### src/rtl/seg7_scan_ctrl_if.sv
// ============================================================================
// Module   : seg7_scan_ctrl_if
// Brief    : Host-side load bus and board-side pin bundle for seg7_scan_ctrl.
// Revision : 1.0
// ============================================================================
`default_nettype none

interface seg7_scan_ctrl_if #(
    parameter int NDIG     = 8,
    parameter int PWM_BITS = 4
);
    logic [4*NDIG-1:0]   digit;
    logic [NDIG-1:0]     dp;
    logic [NDIG-1:0]     blank;
    logic [NDIG-1:0]     blink;
    logic                lz_en;
    logic [PWM_BITS-1:0] bright;
    logic                load;

    logic [6:0]          a2g;
    logic                dp_n;
    logic [NDIG-1:0]     an;
    logic                frame_sync;

    modport master (
        output digit, dp, blank, blink, lz_en, bright, load,
        input  a2g, dp_n, an, frame_sync
    );

    modport slave (
        input  digit, dp, blank, blink, lz_en, bright, load,
        output a2g, dp_n, an, frame_sync
    );
endinterface

`default_nettype wire

### src/rtl/seg7_scan_ctrl.sv
// ============================================================================
// Module   : seg7_scan_ctrl
// Brief    : Multiplexed common-anode 7-segment scanner with double-buffered
//            digits, dp, blank/blink, leading-zero suppression and PWM dimming.
// Revision : 1.0
// ============================================================================
`default_nettype none

module seg7_scan_ctrl #(
    parameter int NDIG         = 8,
    parameter int REFRESH_DIV  = 131072,
    parameter int PWM_BITS     = 4,
    parameter int BLINK_FRAMES = 64
) (
    input  wire              clk,
    input  wire              reset,
    seg7_scan_ctrl_if.slave  bus
);

    localparam int c_PS_W  = $clog2(REFRESH_DIV);
    localparam int c_SEL_W = $clog2(NDIG);
    localparam int c_FC_W  = (BLINK_FRAMES > 1) ? $clog2(BLINK_FRAMES) : 1;

    // ------------------------------------------------------------------
    // Timebase: prescaler, digit select, frame and blink counters
    // ------------------------------------------------------------------
    logic [c_PS_W-1:0]  r_presc;
    logic [c_SEL_W-1:0] r_sel;
    logic [c_FC_W-1:0]  r_fcnt;
    logic               r_phase;
    logic               r_fs;
    logic               w_tick;
    logic               w_wrap;

    assign w_tick = (r_presc == c_PS_W'(REFRESH_DIV - 1));
    assign w_wrap = w_tick && (r_sel == c_SEL_W'(NDIG - 1));

    always_ff @(posedge clk or posedge reset) begin
        if (reset) begin
            r_presc <= '0;
            r_sel   <= '0;
            r_fcnt  <= '0;
            r_phase <= 1'b0;
            r_fs    <= 1'b0;
        end else begin
            r_fs <= w_wrap;
            if (w_tick) begin
                r_presc <= '0;
                r_sel   <= w_wrap ? '0 : r_sel + 1'b1;
            end else begin
                r_presc <= r_presc + 1'b1;
            end
            if (w_wrap) begin
                if (r_fcnt == c_FC_W'(BLINK_FRAMES - 1)) begin
                    r_fcnt  <= '0;
                    r_phase <= ~r_phase;
                end else begin
                    r_fcnt <= r_fcnt + 1'b1;
                end
            end
        end
    end

    // ------------------------------------------------------------------
    // Double buffer: pending set by load, promoted to active at frame wrap
    // ------------------------------------------------------------------
    logic [4*NDIG-1:0]   r_act_digit, r_pnd_digit;
    logic [NDIG-1:0]     r_act_dp,    r_pnd_dp;
    logic [NDIG-1:0]     r_act_blank, r_pnd_blank;
    logic [NDIG-1:0]     r_act_blink, r_pnd_blink;
    logic                r_act_lz,    r_pnd_lz;
    logic [PWM_BITS-1:0] r_act_bright, r_pnd_bright;
    logic                r_pflag;

    always_ff @(posedge clk or posedge reset) begin
        if (reset) begin
            r_act_digit  <= '0;
            r_act_dp     <= '0;
            r_act_blank  <= '1;
            r_act_blink  <= '0;
            r_act_lz     <= 1'b0;
            r_act_bright <= '0;
            r_pnd_digit  <= '0;
            r_pnd_dp     <= '0;
            r_pnd_blank  <= '1;
            r_pnd_blink  <= '0;
            r_pnd_lz     <= 1'b0;
            r_pnd_bright <= '0;
            r_pflag      <= 1'b0;
        end else begin
            if (bus.load) begin
                r_pnd_digit  <= bus.digit;
                r_pnd_dp     <= bus.dp;
                r_pnd_blank  <= bus.blank;
                r_pnd_blink  <= bus.blink;
                r_pnd_lz     <= bus.lz_en;
                r_pnd_bright <= bus.bright;
            end
            if (w_wrap) begin
                // A load landing on the wrap cycle bypasses pending so it is not lost a frame.
                if (bus.load) begin
                    r_act_digit  <= bus.digit;
                    r_act_dp     <= bus.dp;
                    r_act_blank  <= bus.blank;
                    r_act_blink  <= bus.blink;
                    r_act_lz     <= bus.lz_en;
                    r_act_bright <= bus.bright;
                end else if (r_pflag) begin
                    r_act_digit  <= r_pnd_digit;
                    r_act_dp     <= r_pnd_dp;
                    r_act_blank  <= r_pnd_blank;
                    r_act_blink  <= r_pnd_blink;
                    r_act_lz     <= r_pnd_lz;
                    r_act_bright <= r_pnd_bright;
                end
                r_pflag <= 1'b0;
            end else if (bus.load) begin
                r_pflag <= 1'b1;
            end
        end
    end

    // ------------------------------------------------------------------
    // Leading-zero suppression: w_zero_from[i] = nibbles i..NDIG-1 all zero
    // ------------------------------------------------------------------
    logic [NDIG:1]   w_zero_from;
    logic [NDIG-1:0] w_supp;

    assign w_zero_from[NDIG] = 1'b1;

    for (genvar gi = 1; gi < NDIG; gi++) begin : g_lz
        assign w_zero_from[gi] = w_zero_from[gi+1] & (r_act_digit[4*gi +: 4] == 4'h0);
    end

    assign w_supp = {w_zero_from[NDIG-1:1] & {(NDIG-1){r_act_lz}}, 1'b0};

    // ------------------------------------------------------------------
    // Current slot: segment decode, visibility and PWM gating
    // ------------------------------------------------------------------
    function automatic logic [6:0] seg_decode(input logic [3:0] nib);
        logic [6:0] seg;
        case (nib)
            4'h0: seg = 7'b0000001;
            4'h1: seg = 7'b1001111;
            4'h2: seg = 7'b0010010;
            4'h3: seg = 7'b0000110;
            4'h4: seg = 7'b1001100;
            4'h5: seg = 7'b0100100;
            4'h6: seg = 7'b0100000;
            4'h7: seg = 7'b0001111;
            4'h8: seg = 7'b0000000;
            4'h9: seg = 7'b0000100;
            4'hA: seg = 7'b0001000;
            4'hB: seg = 7'b1100000;
            4'hC: seg = 7'b0110001;
            4'hD: seg = 7'b1000010;
            4'hE: seg = 7'b0110000;
            default: seg = 7'b0111000;
        endcase
        return seg;
    endfunction

    logic [3:0]      w_nib;
    logic            w_hidden;
    logic            w_sup_sel;
    logic            w_dp_sel;
    logic            w_an_en;
    logic            w_pwm_on;
    logic [NDIG-1:0] w_an_next;
    logic [6:0]      w_a2g_next;
    logic            w_dpn_next;

    always_comb begin
        w_nib      = 4'(r_act_digit >> {r_sel, 2'b00});
        w_hidden   = r_act_blank[r_sel] | (r_phase & r_act_blink[r_sel]);
        w_sup_sel  = w_supp[r_sel];
        w_dp_sel   = r_act_dp[r_sel];
        // A suppressed digit still lights its anode when it must show its dp.
        w_an_en    = ~w_hidden & (~w_sup_sel | w_dp_sel);
        w_pwm_on   = (r_presc[PWM_BITS-1:0] <= r_act_bright);
        w_an_next  = '1;
        if (w_an_en && w_pwm_on) begin
            w_an_next[r_sel] = 1'b0;
        end
        w_a2g_next = (w_hidden || w_sup_sel) ? 7'h7F : seg_decode(w_nib);
        w_dpn_next = ~(w_an_en & w_dp_sel);
    end

    logic [NDIG-1:0] r_an;
    logic [6:0]      r_a2g;
    logic            r_dp_n;

    always_ff @(posedge clk or posedge reset) begin
        if (reset) begin
            r_an   <= '1;
            r_a2g  <= 7'h7F;
            r_dp_n <= 1'b1;
        end else begin
            r_an   <= w_an_next;
            r_a2g  <= w_a2g_next;
            r_dp_n <= w_dpn_next;
        end
    end

    assign bus.an         = r_an;
    assign bus.a2g        = r_a2g;
    assign bus.dp_n       = r_dp_n;
    assign bus.frame_sync = r_fs;

endmodule

`default_nettype wire

### src/flat_wrapper.sv
// flat-port wrapper written by rule: the top's interface ports become plain ports
module seg7_scan_ctrl_flat 
#(
    parameter int NDIG         = 8,
    parameter int REFRESH_DIV  = 131072,
    parameter int PWM_BITS     = 4,
    parameter int BLINK_FRAMES = 64
)
  (clk, reset, bus_digit, bus_dp, bus_blank, bus_blink, bus_lz_en, bus_bright, bus_load, bus_a2g, bus_dp_n, bus_an, bus_frame_sync);
  seg7_scan_ctrl_if #(.NDIG(NDIG), .PWM_BITS(PWM_BITS)) bus_i ();
  input  wire clk;
  input  wire reset;
  input wire logic [$bits(bus_i.digit)-1:0] bus_digit;
  input wire logic [$bits(bus_i.dp)-1:0] bus_dp;
  input wire logic [$bits(bus_i.blank)-1:0] bus_blank;
  input wire logic [$bits(bus_i.blink)-1:0] bus_blink;
  input wire logic [$bits(bus_i.lz_en)-1:0] bus_lz_en;
  input wire logic [$bits(bus_i.bright)-1:0] bus_bright;
  input wire logic [$bits(bus_i.load)-1:0] bus_load;
  output wire logic [$bits(bus_i.a2g)-1:0] bus_a2g;
  output wire logic [$bits(bus_i.dp_n)-1:0] bus_dp_n;
  output wire logic [$bits(bus_i.an)-1:0] bus_an;
  output wire logic [$bits(bus_i.frame_sync)-1:0] bus_frame_sync;
  assign bus_i.digit = bus_digit;
  assign bus_i.dp = bus_dp;
  assign bus_i.blank = bus_blank;
  assign bus_i.blink = bus_blink;
  assign bus_i.lz_en = bus_lz_en;
  assign bus_i.bright = bus_bright;
  assign bus_i.load = bus_load;
  assign bus_a2g = bus_i.a2g;
  assign bus_dp_n = bus_i.dp_n;
  assign bus_an = bus_i.an;
  assign bus_frame_sync = bus_i.frame_sync;
  seg7_scan_ctrl #(.NDIG(NDIG), .REFRESH_DIV(REFRESH_DIV), .PWM_BITS(PWM_BITS), .BLINK_FRAMES(BLINK_FRAMES)) u_core (.clk(clk), .reset(reset), .bus(bus_i));
endmodule
### config.mk
export PLATFORM = sky130hd
export DESIGN_NAME = seg7_scan_ctrl_flat
export DESIGN_NICKNAME = d
export VERILOG_FILES = /design/src/rtl/seg7_scan_ctrl_if.sv /design/src/rtl/seg7_scan_ctrl.sv /design/src/flat_wrapper.sv
export SDC_FILE = /design/constraint.sdc
export NUM_CORES = 1
export LEC_CHECK = 0
export ABC_AREA = 1
export BUFFER_PORTS_ARGS = -buffer_cell sky130_fd_sc_hd__buf_2
export CAP_MARGIN = 5
export CORE_MARGIN = 2
export CORE_UTILIZATION = 62
export CTS_BUF_LIST = sky130_fd_sc_hd__clkbuf_4 sky130_fd_sc_hd__clkbuf_8
export CTS_CLUSTER_DIAMETER = 100
export DETAILED_ROUTE_END_ITERATION = 8
export GPL_TIMING_DRIVEN = 0
export PLACE_DENSITY = 0.79
export REMOVE_ABC_BUFFERS = 1
export SYNTH_ARGS = -nofsm -noshare
export SYNTH_HDL_FRONTEND = slang
export SYNTH_SLANG_ARGS = --single-unit
export TNS_END_PERCENT = 5
### constraint.sdc
create_clock -name clk -period 16.77 [get_ports clk]
set_input_delay 3.354 -clock clk [delete_from_list [all_inputs] [get_ports clk]]
set_output_delay 3.354 -clock clk [all_outputs]
set_load 0.05 [all_outputs]
==> flow_results.org <==
** CTS
- Post CTS Setup Buffer Count :: 0
- Hold_buf cts :: 0
- CTS Buf Count :: 17
- Maximum level of the CTS H-tree :: 4
- In this run the deepest clock path goes through 2 buffers.
- Sink count of the clock tree :: 167
- After clock tree synthesis, the clock-pin slew on the worst setup and hold paths is 0.09 ns.
- Clock tree from TritonCTS :: built
- The root buffer cell chosen for the clock tree is sky130_fd_sc_hd__clkbuf_8.
- The clock reaches the later pin of the worst-skew pair after 0.45 ns.
- Number of gates resized after CTS :: 0

** Yosys
- Sequential fraction of the synthesis area :: 55.4%
- Of the post-synthesis cell area, the dominant cell type holds 44.3%.
- Among all flip-flop cells after synthesis, the most frequent one is sky130_fd_sc_hd__dfrtp_1.
- Post-synthesis cell count :: 914
- Post-synthesis register bit count :: 167
- Ranked by instance count, the synthesized netlist is headed by 375 x sky130_fd_sc_hd__nand2_1, 135 x sky130_fd_sc_hd__dfrtp_1, 73 x sky130_fd_sc_hd__nor2_1.
- The synthesized netlist contains 33 unique library cells.
- Synth area leader :: sky130_fd_sc_hd__dfrtp_1
- Yosys Warn Count :: 0
- Counting flops with a built-in enable in the synthesized netlist gives 0.
- Most area-consuming cells after synthesis :: sky130_fd_sc_hd__dfrtp_1 44%, sky130_fd_sc_hd__nand2_1 18%, sky130_fd_sc_hd__dfstp_2 11%
- Library cell with the highest instance count after synthesis :: sky130_fd_sc_hd__nand2_1
- Post-Synthesis Mean Instance Area :: 8.34 µm²
- Async S/R FF share, synth :: 100%
- Netlist area before placement :: 0.00762 mm²

** Timing
- Final Hold Viols :: 0
- After layout, the worst path uses 36.9% of the clock period.
- The number of max-slew violations in the final report came to 0.
- The worst path needs 6.19 ns of the cycle, external delays included.
- The tightest hold path in the finished design has a slack of 0.470 ns.
- In this run the tightest slew margin relative to its limit is 22.5%.
- For the pin with the worst max-slew slack, the measured transition is 1.16 ns.
- Worst Clk Skew :: 0.0121 ns
- Unrepaired setup endpoints after global routing :: false
- Adding up every negative setup slack in the final design gives 0 ns.
- Setup violations remaining at the end of the flow were counted as 0.
- Max Clock Freq :: 162 MHz

** GRT
- Overall track demand over capacity in global routing :: 24.7%
- Global routing used 4.69% of the available met3 tracks.
- The global routing stage identified its most utilized layer as met2.
- Met2 track demand over resource :: 42.0%
- Overflow after GRT :: 0
- Vias in the first global route :: 5616
- Initial antenna violation count :: 0
- GR met1 Demand/Resource :: 32.6%
- Global-route wire length before repair :: 25700 µm
- Maximum number of pins on one net before global-route repair :: 133

** Worst setup path
- STA classifies the critical path endpoint as a flop.
- Number of cell instances on the worst register-to-register path :: 17
- Setup slack on the worst flop-to-flop path :: 12.82 ns
- The worst setup path is launched from a primary input.
- For the worst setup path, the data required time is 17.14 ns.
- Beginning of the worst register-to-register path :: u_core.r_presc[0]
- Data arrival time of the critical path :: 6.56 ns
- The endpoint identified for the worst register-to-register timing path is u_core.r_act_digit[9].
- Kind of critical path :: in -> reg
- Along the worst path, the maximum fanout reaches 63.

** Drt
- For this run, design rule violations remaining after detail routing come to 0.
- DR vias/cell :: 5.24
- The first detailed-routing pass ran for 4 iterations.
- After the first detailed-routing iteration, the DRC count stood at 455.
- The routed design has 15000 µm of wire.
- Via Count :: 5968
- Avg WL per Cell :: 13.1 µm
- The count of nets left with antenna violations once routing finished came out at 0.

** Pwr
- VDD sags by at most 0.0801 mV.
- Pwr/cell area :: 97.5 mW/mm²
- For this design the static power due to leakage is 0.00443 µW.

** Run status
- Status :: finished, final reports clean

** Cells and area
- Share of layout cells above drive strength 1 :: 17.6%
- Number of nets in the finished design :: 1057
- ANT cells :: 0
- Layout overhead on the synthesized area :: 12.9%

** Worst hold path
- The path with the worst hold slack has its endpoint at u_core.r_pnd_blink[7].
- The worst hold path belongs to the class reg -> reg.
- Along the worst hold path, the cell count comes to 2.
- Worst hold path startpoint :: u_core.r_pnd_blink[7]

** Floorplanning
- The die covers 0.0132 mm².
- Die H :: 115 µm
- The floorplan has 40 rows.
- Die W :: 115 µm
- Once the floorplan was initialized, standard cells occupied 63.4% of the core.
- Total I/O pin count :: 81
- Core box area :: 0.0120 mm²

** Placed design
- RePlAce Congestion :: 0.863
- During placement, the flow inserted port buffers numbering 80.
- Hpwl dp :: 9970 µm

** Job
- Number of max-capacitance violations reported :: 0
## metrics by stage
| stage | util, % | instances | instance area (µm²) | worst slack (ns) | power [µW] |
|---|---|---|---|---|---|
| final | 71.6 | 1138 | 8600 | 10.58 | 838 |
| after global routing | 71.6 | 1138 | 8600 | 10.13 | 874 |
| after CTS | 71.6 | 1138 | 8600 | 10.50 | 845 |
| after detailed placement | 67.7 | 1106 | 8130 | 10.01 | 518 |
| after global placement | 66.4 | 1101 | 7980 | 7.27 | 514 |
| after floorplan | - | 874 | 7390 | 8.95 | 492 |
## kinds of logic (layout without fill, tap and decap cells)
family                     after synthesis  in the layout  synth area share [%]
and+or+nand+nor                        517            517                  27.6
adders and majority gates               15             15                  2.46
DFF                                    167            167                  55.4
AOI/OAI and AO/OA                      102            102                  7.52
xor gates and xnor gates                 6              6                 0.690
buffers and inverters                  107            184                  6.32
## how the worst max path moves through the flow
stage | cells after the start | slack, ns | start | to
2_1_floorplan | 1 | 8.95 | reset | u_core.bus.frame_sync
3_3_place_gp | 2 | 7.27 | reset | u_core.r_pnd_dp[5]
3_5_place_dp | 8 | 10.01 | bus_load | u_core.r_act_digit[9]
4_1_cts | 8 | 10.50 | bus_load | u_core.r_act_digit[9]
5_1_grt | 8 | 10.13 | bus_load | u_core.r_act_lz
6_report | 8 | 10.58 | bus_load | u_core.r_act_digit[9]
## worst max-delay path, stage by stage
cell and delay, ns:
sky130_fd_sc_hd__buf_2 0.83, sky130_fd_sc_hd__inv_2 0.77, sky130_fd_sc_hd__a21oi_4 0.75, sky130_fd_sc_hd__buf_16 0.24
sky130_fd_sc_hd__buf_16 0.17, sky130_fd_sc_hd__buf_16 0.18, sky130_fd_sc_hd__nor2_1 0.06, sky130_fd_sc_hd__a31oi_1 0.16
## per-layer routing
metal	part of all wire, %	up-vias
met4	1.2	0
met2	50	113
li1	-	3010
met1	45	2829
met3	3.9	16
met5	0	-
## cell type report
cell class | count | area [µm²]
clock buffer | 21 | 277
clock inverter | 11 | 196
fill | 953 | 3410
inverter | 67 | 259
multi-input combinational | 640 | 2930
sequential | 167 | 4220
tap | 147 | 184
timing repair buffer | 85 | 538
## cells in the final DEF (no fill, tap or decap)
master	netlist	final
sky130_fd_sc_hd__a211oi_1	1	1
sky130_fd_sc_hd__a21oi_1	10	10
sky130_fd_sc_hd__a21oi_4	0	1
sky130_fd_sc_hd__a31oi_1	34	34
sky130_fd_sc_hd__a32oi_1	1	1
sky130_fd_sc_hd__buf_16	0	5
sky130_fd_sc_hd__buf_2	13	80
sky130_fd_sc_hd__bufinv_16	0	5
sky130_fd_sc_hd__clkbuf_4	0	2
sky130_fd_sc_hd__clkbuf_8	0	19
sky130_fd_sc_hd__clkinv_2	0	1
sky130_fd_sc_hd__clkinv_4	0	3
sky130_fd_sc_hd__clkinvlp_4	0	2
sky130_fd_sc_hd__dfrtp_1	135	134
sky130_fd_sc_hd__dfrtp_2	0	1
sky130_fd_sc_hd__dfstp_2	32	32
sky130_fd_sc_hd__ha_1	15	15
sky130_fd_sc_hd__inv_1	60	59
sky130_fd_sc_hd__inv_2	7	7
sky130_fd_sc_hd__inv_8	0	1
sky130_fd_sc_hd__nand2_1	375	375
sky130_fd_sc_hd__nand2_2	7	7
sky130_fd_sc_hd__nand2_4	4	4
sky130_fd_sc_hd__nand3_1	42	42
sky130_fd_sc_hd__nand3b_1	1	1
sky130_fd_sc_hd__nand4_1	3	3
sky130_fd_sc_hd__nor2_1	73	73
sky130_fd_sc_hd__nor2_8	2	2
sky130_fd_sc_hd__nor3_1	6	6
sky130_fd_sc_hd__nor3_2	1	1
sky130_fd_sc_hd__nor3b_1	1	1
sky130_fd_sc_hd__nor4_1	1	1
sky130_fd_sc_hd__o211a_1	1	1
sky130_fd_sc_hd__o21ai_0	43	43
sky130_fd_sc_hd__o21ai_1	8	8
sky130_fd_sc_hd__o21bai_1	1	1
sky130_fd_sc_hd__o22ai_1	2	2
sky130_fd_sc_hd__or2_2	1	1
sky130_fd_sc_hd__xor2_1	6	6
## power breakdown
part,switching (µW),internal (µW)
logic,49.2,23.4
clock network,140,189
registers,8.28,428
## registers in the layout, indices dropped and copies added (netlist names)
| signal | cells |
|---|---|
| u_core.r_act_dp | 8 |
| u_core.r_act_bright | 4 |
| u_core.r_act_blank | 8 |
| u_core.bus.a2g | 7 |
| u_core.bus.dp_n | 1 |
| u_core.bus.frame_sync | 1 |
| u_core.r_fcnt | 6 |
| u_core.bus.an | 8 |
| u_core.r_presc | 17 |
| u_core.r_pnd_dp | 8 |
| u_core.r_phase | 1 |
| u_core.r_pflag | 1 |
| u_core.r_act_digit | 32 |
| u_core.r_pnd_bright | 4 |
| u_core.r_sel | 3 |
| u_core.r_pnd_lz | 1 |
| u_core.r_pnd_blank | 8 |
| u_core.r_act_blink | 8 |
| u_core.r_pnd_blink | 8 |
| u_core.r_act_lz | 1 |
| u_core.r_pnd_digit | 32 |
Power figures use the tool's default switching activity.
